## src/rtl/multicycle_pc_sequencer_pkg.sv

```systemverilog
// Shared state encoding and opcode constants for the multi-cycle PC sequencer.
package multicycle_pc_sequencer_pkg;

    typedef enum logic [2:0] {
        STATE_IF   = 3'd0,
        STATE_ID   = 3'd1,
        STATE_EX   = 3'd2,
        STATE_MEM  = 3'd3,
        STATE_WB   = 3'd4,
        STATE_HALT = 3'd5
    } state_e;

    localparam logic [5:0] OP_RTYPE = 6'b000000;
    localparam logic [5:0] OP_LW    = 6'b100011;
    localparam logic [5:0] OP_SW    = 6'b101011;
    localparam logic [5:0] OP_ADDIU = 6'b001001;
    localparam logic [5:0] OP_BEQ   = 6'b000100;
    localparam logic [5:0] OP_BNE   = 6'b000101;

    function automatic logic is_known_op(input logic [5:0] op);
        return (op == OP_RTYPE) || (op == OP_LW)  || (op == OP_SW) ||
               (op == OP_ADDIU) || (op == OP_BEQ) || (op == OP_BNE);
    endfunction

endpackage

```

## src/rtl/multicycle_pc_sequencer_pc_next_calc.sv

```systemverilog
// Combinational next-PC: sequential increment or branch target, plus end-of-program detect.
module pc_next_calc
    import multicycle_pc_sequencer_pkg::*;
#(
    parameter int          PC_W     = 32,
    parameter int unsigned PROG_LEN = 11
) (
    input  logic [PC_W-1:0] PC,
    input  logic [15:0]     imm,
    input  logic            branch,
    input  logic            zero,
    input  logic [5:0]      opcode,
    output logic [PC_W-1:0] next_pc,
    output logic            end_of_prog
);

    logic [PC_W-1:0] pc_inc;
    logic [PC_W-1:0] imm_sext;
    logic            taken;

    always_comb begin
        pc_inc   = PC + PC_W'(1);
        imm_sext = {{(PC_W-16){imm[15]}}, imm};
        // Target arithmetic wraps modulo 2^PC_W; only the unsigned bound check ends the program.
        taken    = branch && (((opcode == OP_BEQ) && zero) || ((opcode == OP_BNE) && !zero));
        next_pc  = taken ? (pc_inc + imm_sext) : pc_inc;
        end_of_prog = (next_pc >= PC_W'(PROG_LEN));
    end

endmodule

```

## src/rtl/multicycle_pc_sequencer.sv

```systemverilog
// Multi-cycle IF/ID/EX/MEM/WB sequencer owning the PC, retire counter and HALT state.
// Optional macro PC_SEQ_MEM_HANDSHAKE_EN: MEM holds until mem_ready=1 (else one cycle).
module multicycle_pc_sequencer
    import multicycle_pc_sequencer_pkg::*;
#(
    parameter int          PC_W     = 32,
    parameter int unsigned PROG_LEN = 11,
    parameter int          CNT_W    = 16
) (
    input  logic             clk,
    input  logic             rst_n,
    input  logic [5:0]       opcode,
    input  logic [15:0]      immediate_value,
    input  logic             alu_zero,
    input  logic             mem_ready,
    output logic [2:0]       state,
    output logic [PC_W-1:0]  PC,
    output logic             halted,
    output logic             illegal_op,
    output logic [CNT_W-1:0] retired
);

    state_e           state_q;
    logic [PC_W-1:0]  pc_q;
    logic [CNT_W-1:0] retired_q, retired_d;
    logic             halted_q;
    logic             illegal_op_q;
    logic             is_lw_q;

    logic [PC_W-1:0]  next_pc;
    logic             end_of_prog;
    logic             mem_done;
    logic             retire;

`ifdef PC_SEQ_MEM_HANDSHAKE_EN
    assign mem_done = mem_ready;
`else
    logic unused_mem_ready;
    assign unused_mem_ready = mem_ready;
    assign mem_done         = 1'b1;
`endif

    pc_next_calc #(
        .PC_W     (PC_W),
        .PROG_LEN (PROG_LEN)
    ) u_pc_next_calc (
        .PC          (pc_q),
        .imm         (immediate_value),
        .branch      (state_q == STATE_EX),
        .zero        (alu_zero),
        .opcode      (opcode),
        .next_pc     (next_pc),
        .end_of_prog (end_of_prog)
    );

    // An instruction retires on the edge that leaves its last state; this is the only PC update point.
    always_comb begin
        retired_d = (&retired_q) ? retired_q : retired_q + CNT_W'(1);
        retire    = 1'b0;
        case (state_q)
            STATE_ID:  retire = !is_known_op(opcode);
            STATE_EX:  retire = !((opcode == OP_LW) || (opcode == OP_SW) ||
                                  (opcode == OP_RTYPE) || (opcode == OP_ADDIU));
            STATE_MEM: retire = mem_done && !is_lw_q;
            STATE_WB:  retire = 1'b1;
            default:   retire = 1'b0;
        endcase
    end

    // NOTE: sequential state uses non-blocking assignments so every register sees pre-edge values.
    always_ff @(posedge clk or negedge rst_n) begin
        if (!rst_n) begin
            state_q      <= STATE_IF;
            pc_q         <= '0;
            retired_q    <= '0;
            halted_q     <= 1'b0;
            illegal_op_q <= 1'b0;
            is_lw_q      <= 1'b0;
        end else begin
            illegal_op_q <= 1'b0;
            if (retire) begin
                pc_q         <= next_pc;
                retired_q    <= retired_d;
                halted_q     <= end_of_prog;
                state_q      <= end_of_prog ? STATE_HALT : STATE_IF;
                illegal_op_q <= (state_q == STATE_ID);
            end else begin
                case (state_q)
                    STATE_IF: state_q <= STATE_ID;
                    STATE_ID: state_q <= STATE_EX;
                    STATE_EX: begin
                        is_lw_q <= (opcode == OP_LW);
                        state_q <= ((opcode == OP_LW) || (opcode == OP_SW)) ? STATE_MEM : STATE_WB;
                    end
                    STATE_MEM: if (mem_done) state_q <= STATE_WB;
                    default:   state_q <= state_q;
                endcase
            end
        end
    end

    assign state      = state_q;
    assign PC         = pc_q;
    assign halted     = halted_q;
    assign illegal_op = illegal_op_q;
    assign retired    = retired_q;

endmodule

```

## config.mk

```make
export PLATFORM = sky130hd
export DESIGN_NAME = multicycle_pc_sequencer
export DESIGN_NICKNAME = d
export VERILOG_FILES = /design/src/rtl/multicycle_pc_sequencer_pkg.sv /design/src/rtl/multicycle_pc_sequencer_pc_next_calc.sv /design/src/rtl/multicycle_pc_sequencer.sv
export SDC_FILE = /design/constraint.sdc
export NUM_CORES = 1
export LEC_CHECK = 0
export CORE_MARGIN = 4
export CORE_UTILIZATION = 56
export DETAILED_ROUTE_END_ITERATION = 6
export GPL_ROUTABILITY_DRIVEN = 0
export GPL_TIMING_DRIVEN = 0
export PLACE_DENSITY_LB_ADDON = 0.08
export SKIP_CTS_REPAIR_TIMING = 1
export SYNTH_ARGS = -nofsm -noshare
export SYNTH_HDL_FRONTEND = slang
export SYNTH_SLANG_ARGS = --single-unit
```

## constraint.sdc

```tcl
create_clock -name clk -period 5.1 [get_ports clk]
set_input_delay 0.765 -clock clk [delete_from_list [all_inputs] [get_ports clk]]
set_output_delay 0.765 -clock clk [all_outputs]
set_load 0.02 [all_outputs]
```

; ---- Yosys cells after proc, flatten, opt, wreduce, memory -nomap -nowiden
; Cells that the tools add are included.
[op_classes]
n_mux = 7
reduce_logical = 22
bitwise_logic = 2
add_sub_neg = 3
n_eq_ne = 9
magnitude_cmp = 1
[op_table]
columns = cell, n
row1 = adder 32 x 1 -> 32 bit (second input constant), 1
row2 = adder 32 bit, 1
row3 = >= comparator 32 x 4 -> 1 bit (second input constant), 1
row4 = 2-to-1 mux 32 bit, 1
row5 = adder 16 x 1 -> 16 bit (second input constant), 1
row6 = AND reduction 16 bit, 1
row7 = equality test 6 x 3 -> 1 bit (second input constant), 2
row8 = equality test 6 bit (second input constant), 2
row9 = case mux 3 bit (4 select lines), 1
row10 = logical OR 1 bit, 9
row11 = 2-to-1 mux 3 bit, 3
row12 = equality test 3 x 2 -> 1 bit (second input constant), 2
row13 = equality test 6 x 4 -> 1 bit (second input constant), 1
row14 = logical NOT 6 bit, 1
row15 = nonzero test 5 bit, 1
row16 = logical NOT 1 bit, 4
row17 = case mux 1 bit (4 select lines), 1
row18 = AND reduction 2 bit, 2
row19 = equality test 3 x 1 -> 1 bit (second input constant), 1
row20 = equality test 3 bit (second input constant), 1
row21 = logical AND 1 bit, 3
row22 = logical NOT 3 bit, 1
row23 = NOT 1 bit, 2
row24 = 2-to-1 mux 1 bit, 1
[totals]
output_inout_bits = 53
register_bits = 54
input_bits = 26
elab_cells = 50

; ---- Logic depth before layout (Yosys ltp)
; Gate-level depths: netlist of the first run.
[logic_depth]
depth_word = 10
mapped_depth = 18
depth_no_buf = 17

; ---- By module
; From an unflattened synthesis of the first run, not the netlist that was laid out.
[hier_totals]
cells_unflattened = 627
area_unflattened_um2 = 5392.7
[by_module_without_submodules]
columns = mod, n_inst, cells_each, area_per_inst_um2, seq_area_each_um2
row1 = pc_next_calc, 1, 434, 2806.4, 0.0
row2 = multicycle_pc_sequencer, 1, 193, 2586.2, 1351.3

; ---- Worst setup path before layout of the first run
; OpenSTA, ideal clock, no wires.
[synth_path]
path_type = reg-to-reg
from = reg pc_q[0], in the netlist PC[0]
to = reg halted_q, in the netlist halted
slack_ns = 0.940
period_less_slack_ns = 4.160
path_stages_with_launch = 18
arrival_time_ns = 4.019
path_cell_list = dfrtp_1 > ha_1 > and4_1 > nor2b_1 > buf_2 > and4_1 > xor2_1 > ha_1 > clkbuf_1 > a21oi_1 > o21ai_0 > a211o_1 > o21ba_2 > a31oi_1 > o21ai_1 > or4_4 > nor4b_4 > a31oi_1
[synth_via]
elab_chain_cells = 4
[synth_lines]
columns = item, line
row1 = start: declaration, multicycle_pc_sequencer.sv:24  ; logic [PC_W-1:0] pc_q;
row2 = start signal: assignment, multicycle_pc_sequencer.sv:82  ; pc_q <= next_pc;
row3 = adder 32 x 1 -> 32 bit (*), multicycle_pc_sequencer_pc_next_calc.sv:22  ; pc_inc = PC + PC_W'(1);
row4 = adder 32 bit, multicycle_pc_sequencer_pc_next_calc.sv:26  ; next_pc = taken ? (pc_inc + imm_sext) : pc_inc;
row5 = 2-to-1 mux 32 bit (*), multicycle_pc_sequencer_pc_next_calc.sv:26
row6 = >= comparator 32 x 4 -> 1 bit (*), multicycle_pc_sequencer_pc_next_calc.sv:27  ; end_of_prog = (next_pc >= PC_W'(PROG_LEN));
row7 = end signal: assignment, multicycle_pc_sequencer.sv:84  ; halted_q <= end_of_prog;
row8 = end: declaration, multicycle_pc_sequencer.sv:26  ; logic halted_q;
; Mark *: on every way between the ends. The rest lies on a longest branch, timed or not.
; A chain may end at the register's enable or synchronous reset.

; ---- Final worst setup path of the first run
; Same ends and word-level chain as after synthesis.

==> results.yml, run 1 <==
worst_setup_path:
  r2r_start: "PC[0]"
  endpoint_kind: "flip-flop"
  cpMaxStageDelayCell: "or4_4"
  cpPeakStageDelay_ns: 0.54
  crit_type: "flip-flop to flip-flop"
  start_kind: "flip-flop"
  path_cells: "ha_1 > and4_1 > nor2b_1 > buf_2 > and4_1 > xor2_1 > ha_1 > clkbuf_1 > a21oi_1 > o21ai_0 > a211o_1 > o21ba_2 > a31oi_1 > o21ai_1 > or4_4 > nor4b_4 > a31oi_1"
  cp_max_fo: 8
  critPathRequiredTime_ns: 5.26
  startpoint: "PC[0]"
  crit_arrival_ns: 4.99
sta:
  hold_ws_ns: 0.407
  final.period_utilization: 0.947
  fin_setup_tns_ns: 0
  rsz0062_at_grt: "false"
  setup_viol: 0
  fin_crit_ns: 4.83
  max_freq_mhz: 207
  clock_skew_ns: 0.00698
  worst_pin_slew_ns: 1.28
  max_slew_margin: 0.146
  slew_violations: 0
  hold_viol_final: 0
layout:
  fin_area_um2: 6400
  drive_gt1_frac: 0.0568
  area_growth_pct: 19.8
  nets: 834
  diodes: 0
  post-route-util: 0.690
synthesis:
  netlist_area_um2: 5350
  synth_cell_types: 74
  synth_fp_nets: 749
  synthCells: 688
  ys.warnings.count: 0
  yosys.area.top_type: "dfrtp_1"
  synthTopCellsByArea: "dfrtp_1 (25%), ha_1 (8.0%), xnor2_1 (6.4%)"
  synth_edf_count: 0
  async_reset_ff_frac: 1.00
  ys_seq_area_frac: 0.253
  synth_seq_cells: 54
  synth_flop_cell: "dfrtp_1"
  synth_top_area_share: 0.253
  avgSynthCellArea_um2: 7.77
power_and_ir_drop:
  power_mw: 0.962
  powerDensity_nw_per_um2: 150
  vdd_drop_max_mv: 0.170
  leakagePower_nw: 2.77
clock_tree:
  cts_buffer_depth: 2
  cts_root_buf: "clkbuf_8"
  htreeDepth: 2
  clock-sinks: 54
  clk_pin_slew_ns: 0.10
  numCtsBuffers: 5
  clkLatencyLatePin_ns: 0.31
  cts_tree: "yes"
placement:
  io_buffers: 77
  dp_hpwl_um: 12800
  place_area_um2: 6290
global_route:
  grt_pass1_wl_um: 26500
  antenna_found_initial: 0
  grt_pass1_vias: 5365
  track_usage: 0.290
  grt-ovfl-total: 0
  grt_max_degree: 37
floorplanning:
  die_w_um: 106
  rows: 35
  die_h_um: 106
  die_area_um2: 11200
  start_util: 0.576
  core_um2: 9280
  boundaryPins: 79
drt:
  via_per_inst: 6.21
  drt-initial-drc-count: 397
  postRouteAntennaNets: 0
  firstDrtPassIters: 7
  post_drt_wl_per_cell_um: 17.8
  drcViolationCount: 0
  vias: 5604
  drt-total-wl_um: 16100
run:
  max-cap-violations: 0
hold_path:
  hp-class: "input pin to asynchronous set/reset pin"
status:
  status: "finished clean"
==> kinds of logic (layout without fill, tap and decap cells) <==
| group | Yosys count | after routing | synth area share |
|---|---|---|---|
| flops | 54 | 54 | 0.253 |
| fa+ha+maj | 35 | 35 | 0.0833 |
| xor+xnor | 66 | 66 | 0.108 |
| simple gates | 281 | 281 | 0.257 |
| buf+inv | 51 | 137 | 0.0388 |
| mux | 13 | 13 | 0.0257 |
| compound gates | 188 | 188 | 0.234 |
==> routing by layer <==
metal / GRT usage / vias up / wire (µm)
li1: - / 2670 / -
met1: 0.386 / 2629 / 6860
met2: 0.494 / 265 / 7580
met3: 0.0361 / 40 / 1180
met4: 0.0842 / 0 / 439
met5: 0 / - / 0
==> registers in the layout, indices dropped and copies added, names as in the netlist <==
signal      cells
PC             32
halted          1
illegal_op      1
is_lw_q         1
state           3
retired        16
==> cells in the final DEF, fill, tap and decap left out, types with 5 or more instances in the layout <==
master           instances
clkbuf_8                 5
or3_1                    6
nor2b_1                  8
nor2_1                  82
a21o_1                  11
mux2i_1                  7
clkdlybuf4s50_1         76
o31ai_1                  9
inv_1                   19
o21ai_1                  9
nand4_1                 17
a31oi_1                 13
mux2_2                   6
dfrtp_1                 54
a21oi_1                 53
and4_1                   6
xnor2_1                 39
buf_2                    8
nand2b_1                 9
o21a_1                   6
o21ai_0                 38
clkbuf_1                20
xor2_1                  27
nand3_1                 33
nand2_1                 76
nor3_1                  12
a211oi_1                 7
and3_1                   7
ha_1                    34
==> worst paths after layout <==
kind                       slack [ns]          end  cells past startpoint
hold reg to reg                  0.50   retired[6]                      1
max in group asynchronous        4.15  retired[12]                      2
min in group clk                 0.50   retired[6]                      1
setup reg to reg                 0.27       halted                     17
hold / removal                   0.41       PC[10]                      1
setup / recovery                 0.27       halted                     17
==> cell usage after synthesis (all sizes together) (5+ instances only) <==
cell and count:
o31ai 10, ha 34, or3 6, nand2b 9, a31oi 14, a21o 12, nand2 76, nor2b 8
nand4 17, o211ai 5, a21oi 55, inv 19, nor4 5, or2 5, xor2 27, o21a 6
and3 7, buf 13, nor2 83, nor3 12, clkbuf 19, mux2i 7, and4 6, o21ai 48
a211oi 9, dfrtp 54, mux2 6, xnor2 39, nand3 33
==> area by class of cell <==
class                      instances  area [µm²]
tap                              129         161
fill                             834        2880
clock buffer                       6        72.6
multi-input combinational        583        3790
inverter                          19        71.3
timing repair buffer              78         786
clock inverter                     2        37.5
buffer                            32         136
sequential                        54        1350
==> critical path: cells and delay by family (launching register included) <==
kind                       cells  cell delay [ns]
and+or+nand+nor                5             1.54
AOI/OAI and AO/OA              7             1.46
adders and majority gates      2             0.57
DFF                            1             0.46
buffers and inverters          2             0.38
xor gates and xnor gates       1             0.28
==> metrics by stage <==
| stage | setup slack (ns) | instances |
|---|---|---|
| 2_1_floorplan | 0.940 | 688 |
| 5_1_grt | 0.0133 | 903 |
| 3_5_place_dp | 0.261 | 895 |
| 6_report | 0.271 | 903 |
| 3_3_place_gp | 0.320 | 894 |
| 4_1_cts | 0.334 | 903 |
==> where the power goes <==
| group | switching [mW] | total (mW) | internal (mW) |
|---|---|---|---|
| sequential | 0.00976 | 0.444 | 0.434 |
| clock | 0.142 | 0.289 | 0.147 |
| combinational | 0.137 | 0.230 | 0.0933 |
| total | 0.289 | 0.962 | 0.674 |
No activity file was read; power rests on OpenSTA's default activity.
==> run 2, diff against run 1 <==
--- a/config.mk
+++ b/config.mk
@@ -5,7 +5,6 @@
 export SDC_FILE = /design/constraint.sdc
 export NUM_CORES = 1
 export LEC_CHECK = 0
-export CORE_MARGIN = 4
 export CORE_UTILIZATION = 56
 export DETAILED_ROUTE_END_ITERATION = 6
 export GPL_ROUTABILITY_DRIVEN = 0
==> run 2 against run 1 <==
Effect of this change: register-to-register slack about the same; via count decreased by 0.25%; global-route usage increased by 3.6 points; largest cell class unchanged.
==> results.yml, run 2 (synthesis gave the netlist of run 1 again) <==
worst_setup_path:
  reg2reg_setup_slack_ns: 0.28
  critPathRequiredTime_ns: 5.28
  crit_type: "flip-flop to flip-flop"
  r2r_cells: 18
  cp_max_fo: 8
  crit_arrival_ns: 5.00
  r2r_start: "PC[0]"
  cpLargestDelayFamily: "simple AND/OR/NAND/NOR gates"
  path_buf_inv: 2
  cpMaxStageDelayCell: "or4_4"
  endpoint_kind: "flip-flop"
  cpPeakStageDelay_ns: 0.56
  endpoint: "state[0]"
  rr_endpoint: "state[0]"
  start_kind: "flip-flop"
  startpoint: "PC[0]"
  cp.depth: 18
  path_cells: "ha_1 > and4_1 > nor2b_1 > buf_2 > nand3_1 > xnor2_1 > ha_1 > clkbuf_1 > nand4_1 > o211ai_1 > a41o_1 > nor2b_1 > a21bo_1 > xnor2_1 > a21oi_1 > or4_4 > nor4b_4 > a31oi_1"
floorplanning:
  rows: 35
  core_um2: 9240
  boundaryPins: 79
  die_area_um2: 9940
  die_h_um: 99.7
  die_w_um: 99.7
  start_util: 0.579
global_route:
  grt_pass1_vias: 5250
  grt_use_met2: 0.534
  top_usage_layer: "met2"
  grt-ovfl-total: 0
  met3_usage: 0.0337
  grt_max_degree: 42
  track_usage: 0.326
  antenna_found_initial: 0
  gr-usage-met1: 0.437
  grt_pass1_wl_um: 25600
layout:
  final_common_cell: "nor2_1"
  largest_reg_flops: 32
  area_growth_pct: 20.3
  diodes: 0
  post-route-util: 0.696
  fin_area_um2: 6430
  nets: 834
  layout_common_cells: "nor2_1 (82), nand2_1 (76), clkdlybuf4s50_1 (76)"
  drive_gt1_frac: 0.0620
sta:
  max_slew_margin: 0.0739
  max_freq_mhz: 207
  fin_crit_ns: 4.82
  hold_viol_final: 0
  slew_violations: 0
  clock_skew_ns: 0.00917
  setup_viol: 0
  fin_setup_tns_ns: 0
  final.period_utilization: 0.945
  final.setup.worst_slack_ns: 0.279
  worst_pin_slew_ns: 1.39
clock_tree:
  clkLatencyLatePin_ns: 0.31
  clk_pin_slew_ns: 0.10
  cts_root_buf: "clkbuf_8"
  htreeDepth: 2
  numCtsBuffers: 5
  clock-sinks: 54
  cts_buffer_depth: 2
  cts_tree: "yes"
status:
  status: "finished clean"
drt:
  vias: 5590
  firstDrtPassIters: 5
  drcViolationCount: 0
  drt-initial-drc-count: 401
  postRouteAntennaNets: 0
  drt-total-wl_um: 16000
  via_per_inst: 6.19
  post_drt_wl_per_cell_um: 17.7
placement:
  dp_hpwl_um: 12500
  place_area_um2: 6290
  io_buffers: 77
  place_ws_ns: 0.236
power_and_ir_drop:
  leakagePower_nw: 2.78
  powerDensity_nw_per_um2: 152
  vdd_drop_max_mv: 0.128
  power_mw: 0.975
hold_path:
  hp-class: "input pin to asynchronous set/reset pin"
run:
  max-cap-violations: 0
## run 2: through the flow
| step | cells | hold WS, ns |
|---|---|---|
| floorplan | 688 | 0.469 |
| global placement | 894 | 0.474 |
| detailed placement | 895 | 0.490 |
| CTS | 903 | 0.363 |
| global route | 903 | 0.376 |
| finish | 903 | 0.358 |
## run 2: worst min-delay path by stage
stage,from,end,slack (ns),cells after the start
finish,rst_n,PC[11],0.36,1
global route,rst_n,PC[11],0.38,1
CTS,rst_n,PC[11],0.36,1
detailed placement,retired[15],retired[15],0.49,1
global placement,retired[10],retired[10],0.47,1
floorplan,rst_n,PC[0],0.47,0
## run 2: report_power, final
group / leakage, nW / switching [mW] / internal, mW
clock: 0.0587 / 0.150 / 0.149
combinational: 2.01 / 0.138 / 0.0934
sequential: 0.710 / 0.00994 / 0.434
total: 2.78 / 0.298 / 0.676
## run 2: routing by layer
layer	share of wire	vias to the layer above
met4	0.038	0
met5	0	-
met2	0.47	253
met3	0.065	53
li1	-	2652
met1	0.43	2632
## run 2: final cells by class
| type | count | area (µm²) |
|---|---|---|
| fill | 784 | 2810 |
| buffer | 32 | 136 |
| clock buffer | 5 | 68.8 |
| inverter | 19 | 71.3 |
| multi-input combinational | 583 | 3810 |
| sequential | 54 | 1350 |
| tap | 129 | 161 |
| clock inverter | 3 | 47.5 |
| timing repair buffer | 78 | 786 |
==> run 3, diff against run 2 <==
--- a/config.mk
+++ b/config.mk
@@ -10,6 +10,7 @@
 export GPL_ROUTABILITY_DRIVEN = 0
 export GPL_TIMING_DRIVEN = 0
 export PLACE_DENSITY_LB_ADDON = 0.08
+export SETUP_SLACK_MARGIN = 0.2
 export SKIP_CTS_REPAIR_TIMING = 1
 export SYNTH_ARGS = -nofsm -noshare
 export SYNTH_HDL_FRONTEND = slang
==> run 3 against run 2 <==
Effect of this change: via count is 0.97% higher; non-clock buffer count is 1 higher; setup slack better by 0.10 ns; clock power hardly changed; critical endpoint unchanged; hold slack better by 0.00068 ns; final area is 0.51% higher; first-iteration DRC count is 10% lower; critical path depth is 2 lower; die area stayed put; highest routed layer unchanged.
==> results.yml, run 3 (synthesis gave the netlist of run 1 again) <==
power_and_ir_drop:
  pwr-share-clk: 0.307
  leakagePower_nw: 2.79
  vdd_drop_max_mv: 0.128
  power_mw: 0.977
  pwr-share-seq: 0.454
  power.internal_mw: 0.678
  powerDensity_nw_per_um2: 151
  combPwrFrac: 0.239
  netSwitchingFraction: 0.306
  p_sw_mw: 0.299
floorplanning:
  die_w_um: 99.7
  start_util: 0.579
  core_um2: 9240
  die_h_um: 99.7
  die_area_um2: 9940
  boundaryPins: 79
  rows: 35
clock_tree:
  cts_root_buf: "clkbuf_8"
  htreeDepth: 2
  clkLatencyLatePin_ns: 0.31
  clk_pin_slew_ns: 0.11
  cts_buffer_depth: 2
  numCtsBuffers: 5
  cts_tree: "yes"
  clock-sinks: 54
sta:
  worst_pin_slew_ns: 1.36
  hold_viol_final: 0
  setup_viol: 0
  slew_violations: 0
  max_slew_margin: 0.0915
  final.period_utilization: 0.926
  clock_skew_ns: 0.0106
  fin_setup_tns_ns: 0
  max_freq_mhz: 212
  rsz0062_at_grt: "false"
  fin_crit_ns: 4.72
drt:
  drcViolationCount: 0
  vias: 5644
  via_per_inst: 6.24
  firstDrtPassIters: 6
  drt-total-wl_um: 16000
  drt-initial-drc-count: 361
  postRouteAntennaNets: 0
  post_drt_wl_per_cell_um: 17.7
worst_setup_path:
  crit_type: "flip-flop to flip-flop"
  endpoint_kind: "flip-flop"
  start_kind: "flip-flop"
  cp_max_fo: 7
  critPathRequiredTime_ns: 5.27
  crit_arrival_ns: 4.89
placement:
  io_buffers: 77
  dp_hpwl_um: 12500
  dpl.cell_count: 895
  place_area_um2: 6290
hold_path:
  hp-class: "input pin to asynchronous set/reset pin"
global_route:
  grt_pass1_wl_um: 25600
  grt_pass1_vias: 5250
  grt-ovfl-total: 0
  grt_max_degree: 42
  antenna_found_initial: 0
  track_usage: 0.326
layout:
  final_common_cell: "nor2_1"
  fin_area_um2: 6460
  area_growth_pct: 20.9
  layout.cells.non_filler: 904
  nets: 835
  post-route-util: 0.700
  diodes: 0
  drive_gt1_frac: 0.0735
  fill_cells: 775
  layout_common_cells: "nor2_1 (81), nand2_1 (76), clkdlybuf4s50_1 (76)"
  largest_reg_flops: 32
run:
  max-cap-violations: 0
status:
  status: "finished clean"
-- run 3: cell type report --
type | instances | area, µm² | area share
Multi-Input combinational cell | 583 | 3830 | 0.593
Timing Repair Buffer | 79 | 793 | 0.123
Clock inverter | 3 | 47.5 | 0.00736
Inverter | 19 | 71.3 | 0.0110
Sequential cell | 54 | 1350 | 0.209
Tap cell | 129 | 161 | 0.0250
Buffer | 32 | 138 | 0.0213
Clock buffer | 5 | 68.8 | 0.0106
-- run 3: final timing paths --
path | from | end | slack, ns | cells past startpoint
min | rst_n | PC[11] | 0.36 | 1
min in group clk | retired[10] | retired[10] | 0.50 | 1
max | PC[8] | state[0] | 0.38 | 16
max in group asynchronous | rst_n | PC[0] | 4.19 | 2
min reg2reg | retired[10] | retired[10] | 0.50 | 1
max reg2reg | PC[8] | state[0] | 0.38 | 16
-- run 3: critical path: stages, from the launching register on --
cell and delay, ns:
dfrtp_1 0.51, nand4_1 0.24, nor3_2 0.42, nand3_1 0.15, xnor2_1 0.31, ha_1 0.30, clkbuf_1 0.18, a21oi_1 0.24
o21ai_1 0.14, a211oi_1 0.22, nand3_1 0.21, a21bo_1 0.24, xnor2_1 0.20, a21oi_1 0.13, or4_4 0.56, nor4b_4 0.36
a31oi_1 0.15
-- run 3: stage by stage --
stage                     setup WS [ns]  hold WS [ns]
after floorplan                   0.940         0.469
after global placement            0.351         0.474
after detailed placement          0.236         0.490
after CTS                         0.335         0.363
after global routing              0.138         0.376
final                             0.379         0.359
-- run 3: power by group through the flow --
stage | registers [mW] | clock network, mW | logic [mW]
floorplan | 0.457 | 0 | 0.137
detailed placement | 0.452 | 0 | 0.226
global placement | 0.451 | 0 | 0.218
finish | 0.444 | 0.300 | 0.233
CTS | 0.443 | 0.304 | 0.227
global route | 0.445 | 0.319 | 0.255
-- run 3: metal layers --
metal,vias to the layer above,share of wire,track usage
met2,298,0.47,0.534
met3,56,0.075,0.0337
met4,0,0.039,0.141
met5,-,0,0
met1,2627,0.42,0.437
li1,2663,-,-
==> RTL change 1 (flow settings as in run 1) <==
Register the output `retired` once more; this adds one clock of latency there. The other outputs are not delayed to match.
--- a/src/rtl/multicycle_pc_sequencer.sv
+++ b/src/rtl/multicycle_pc_sequencer.sv
@@ -103,7 +103,9 @@
     assign PC         = pc_q;
     assign halted     = halted_q;
     assign illegal_op = illegal_op_q;
-    assign retired    = retired_q;
+    always_ff @(posedge clk) begin
+        retired <= retired_q;
+    end
 
 endmodule
 
Behaviour: not the same (Yosys sat finds a counterexample within 4 cycles, from zero or initial values and one cycle with rst_n low).
==> RTL change 1 against run 1 <==
The flow now finishes with violations (negative setup slack). Area after synthesis up 9.4%. Routed wire length up 15%. Sequential cell count up 16. Design area up 15%. Critical endpoint unchanged. Via count up 13%. Die area up 8.7%. Largest cell class unchanged. Setup slack worse by 270 ps. Critical path type unchanged. Core utilization up 2.8 points.
Power is left out: it rests on default switching activity, and per cell area and clock period it moved more than threefold.
==> RTL change 1: results <==
set metrics [dict create \
    arrival_ps 5330 \
    nNetsFinal 894 \
    insertion_delay_ps 350 \
    slowest_stage "or4_4" \
    htreeDepth 3 \
    port_buffers 77 \
    crit_family "simple AND/OR/NAND/NOR gates" \
    dpl.cell_count 952 \
    status "complete, but fails checks" \
    cts_max_path_buffers 2 \
    syn_area_per_cell_um2 7.926 \
    hp-class "primary input to asynchronous set/reset pin" \
    grt_start_max_net_pins 40 \
    cpPeakStageDelay_ps 560 \
    clk_pin_slew_worst_paths_ps 90 \
    ys_types 74 \
    largest_reg_flops 32 \
    drive_gt1_share_pct 12.89 \
    reg2regPathDepth 18 \
    wire_per_inst_um 18.99 \
    r2r_start "PC[0]$_DFFE_PN0P_" \
    finClkSkew_ps 10.55 \
    finalWorstSetupSlack_ps -0.9668 \
    diodes 0 \
    grt_usage_pct 30.34 \
    cp_max_fo 7 \
    met2_usage_pct 48.40 \
    vias 6346 \
    yosys-top-cells-area "dfrtp_1, ha_1, xnor2_1" \
    grt_pass1_wl_um 29060 \
    antenna_found_initial 0 \
    r2r_end "halted$_DFFE_PN0P_" \
    grt_pass1_vias 5936 \
    tightest_slew_ps 1136 \
    cts_buffers 9 \
    dr.pass1.iters 6 \
    dp_hpwl_um 13930 \
    violations "negative setup slack" \
    clockRootBuffer "clkbuf_8" \
    drt-total-wl_um 18490 \
    met1_usage_pct 42.00 \
    drt_iter0_markers 648 \
    ys_async_sr_fraction_pct 77.14 \
    synth_common_cells "nor2_1, nand2_1, a21oi_1, dfrtp_1, xnor2_1" \
    finalSetupViolCount 1 \
    ys.warnings.count 0 \
    synth_fp_nets 799 \
    use_met3_pct 4.950 \
    ys_seq_area_share_pct 28.58 \
    hold_ws_ps 323.2 \
]
-- RTL change 1: cell count changes in the layout (fill, tap and decap cells not counted), sizes merged, moves of 5 or more --
cell	before	now
nor2b	8	3
dfxtp	0	16
inv	19	32
xnor2	39	44
and2	1	6
o21ai	48	39
xor2	27	20
or4	1	6
buf	15	25
nand4	17	26
-- RTL change 1: kinds of logic after synthesis --
family / count (synthesis) / synth area share, %
AOI/OAI and AO/OA: 199 / 22.87
xor gates and xnor gates: 64 / 9.583
adders and majority gates: 35 / 7.615
buffers and inverters: 64 / 4.278
DFF: 70 / 28.58
muxes: 10 / 1.882
and+or+nand+nor: 296 / 25.20
-- RTL change 1: final cells by class --
class	instances	area, um^2
tap	136	170.2
timing repair buffer	96	923.4
fill	823	2883
clock buffer	10	137.6
sequential	70	1677
clock inverter	6	68.82
inverter	30	112.6
multi-input combinational	604	4167
buffer	22	92.59
-- RTL change 1: worst max-delay path by stage --
stage | cells after the start | endpoint | from | slack [ps]
finish | 18 | halted$_DFFE_PN0P_ | PC[0]$_DFFE_PN0P_ | -1
global route | 16 | halted$_DFFE_PN0P_ | PC[5]$_DFFE_PN0P_ | -110
CTS | 18 | halted$_DFFE_PN0P_ | PC[4]$_DFFE_PN0P_ | -520
detailed placement | 13 | halted$_DFFE_PN0P_ | immediate_value[15] | -530
global placement | 13 | halted$_DFFE_PN0P_ | immediate_value[15] | -500
floorplan | 18 | halted$_DFFE_PN0P_ | PC[0]$_DFFE_PN0P_ | 60
-- RTL change 1: worst register-to-register path: cells and delay by family (launching register included) --
family,cells,cell delay [ps]
AOI/OAI and AO/OA,4,930
xor gates and xnor gates,1,350
adders and majority gates,2,450
buffers and inverters,1,150
DFF,1,440
muxes,2,500
and+or+nand+nor,8,2160
-- RTL change 1: routing by layer --
layer / share of wire [%] / vias up
li1: - / 2904
met1: 42 / 2994
met2: 46 / 391
met3: 8.9 / 57
met4: 3.0 / 0
met5: 0 / -
-- RTL change 1: stage by stage --
stage                     instance area (um^2)  worst slack (ps)  util [%]  setup TNS [ps]
after detailed placement                  6805            -527.9     66.52           -1244
after global placement                    6790            -500.0     66.37           -1178
after floorplan                           5849             56.91         -               0
final                                     7348           -0.9668     71.82         -0.9668
after global routing                      7348            -113.3     71.82          -156.5
after CTS                                 7012            -523.2     68.53           -1233
==> RTL change 2 (settings of run 1) <==
Without the edit above. `PROG_LEN` is set to 11 in 2 places; all go to 5.
--- a/src/rtl/multicycle_pc_sequencer_pc_next_calc.sv
+++ b/src/rtl/multicycle_pc_sequencer_pc_next_calc.sv
@@ -3,7 +3,7 @@
     import multicycle_pc_sequencer_pkg::*;
 #(
     parameter int          PC_W     = 32,
-    parameter int unsigned PROG_LEN = 11
+    parameter int unsigned PROG_LEN = 5
 ) (
     input  logic [PC_W-1:0] PC,
     input  logic [15:0]     imm,
--- a/src/rtl/multicycle_pc_sequencer.sv
+++ b/src/rtl/multicycle_pc_sequencer.sv
@@ -4,7 +4,7 @@
     import multicycle_pc_sequencer_pkg::*;
 #(
     parameter int          PC_W     = 32,
-    parameter int unsigned PROG_LEN = 11,
+    parameter int unsigned PROG_LEN = 5,
     parameter int          CNT_W    = 16
 ) (
     input  logic             clk,
Check against the original RTL: not equivalent (Yosys sat finds a counterexample within 4 cycles, from zero or initial values and one cycle with rst_n low).
==> RTL change 2 against run 1 <==
Setup slack got worse by 210 ps. Via count rose by 6.8%. Total power decreased by 6.6%. Sequential cell count unchanged. Design area is 5.4% higher. Routed wire length is 9.8% higher. Area after synthesis is 2.2% higher. Critical path depth did not move. Critical path type unchanged. Critical endpoint is now state[0]$_DFFE_PN0P_. Largest cell class unchanged. Largest power group unchanged.
==> RTL change 2: results <==
set metrics [dict create \
    status "finished clean" \
    synth_common_cells "nand2_1, nor2_1, a21oi_1" \
    slew_viol_final 0 \
    top_layer_used "met4" \
    endpoint "state[0]$_DFFE_PN0P_" \
    drt-total-wl_um 17630 \
    ys_seq_area_share_pct 24.74 \
    grt_start_max_net_pins 40 \
    dpl.cell_count 896 \
    cp_max_fo 10 \
    synth_fp_nets 749 \
    drt_iter0_markers 601 \
    fmax_ghz 0.1986 \
    grt_pass1_vias 5492 \
    routed-wl-met3_um 1512 \
    met2RoutedLength_um 8405 \
    use_met3_pct 3.552 \
    reg2reg_setup_slack_ps 70 \
    dp_hpwl_um 13160 \
    via_per_inst 6.555 \
    pre_cts_slack_ps -701.4 \
    grt_pass1_wl_um 27230 \
    largest_reg_flops 32 \
    maxSlewHeadroom_pct 31.46 \
    met2_usage_pct 49.28 \
    port_buffers 77 \
    ir_worst_vdd_mv 0.1363 \
    power_leakage_nw 2.815 \
    met1_usage_pct 39.85 \
    ys_types 66 \
    yosys-top-cells-area "dfrtp_1, ha_1, xnor2_1" \
    slowest_stage "or4_1" \
    finClkSkew_ps 7.302 \
    arrival_ps 5230 \
    insertion_delay_ps 330 \
    final_cell_count_no_fill 913 \
    placed_cell_area_um2 6415 \
    synth_ff_type "dfrtp_1" \
    dr.pass1.iters 6 \
    syn_area_per_cell_um2 7.940 \
    hold_ws_ps 345.9 \
    grt_usage_pct 29.34 \
    cpPeakStageDelay_ps 540 \
    drive_gt1_share_pct 11.35 \
    ys.warnings.count 0 \
    met1Wirelength_um 7189 \
    diodes 0 \
    nNetsFinal 844 \
]
==> RTL change 2: layout make-up <==
cell class,count,area (um^2)
Timing Repair Buffer,95,913.4
Buffer,24,95.09
Clock inverter,3,28.78
Tap cell,129,161.4
Sequential cell,54,1365
Inverter,15,56.30
Fill cell,773,2623
Multi-Input combinational cell,588,4060
Clock buffer,5,68.82
==> RTL change 2: cells by family after synthesis <==
| family | count (synthesis) | share of synthesized area, % |
|---|---|---|
| buffers and inverters | 46 | 3.207 |
| AO/OA/AOI/OAI | 194 | 23.84 |
| multiplexers | 21 | 4.443 |
| adder cells (fa/ha/maj) | 35 | 8.154 |
| flip-flops | 54 | 24.74 |
| XOR/XNOR | 63 | 10.10 |
| AND/OR/NAND/NOR | 275 | 25.52 |
==> RTL change 2: where the power goes <==
group          internal, mW  switching [mW]  leakage (nW)
Sequential            0.430         0.00434         0.680
Combinational        0.0763           0.115          2.08
Clock                 0.102           0.170        0.0502
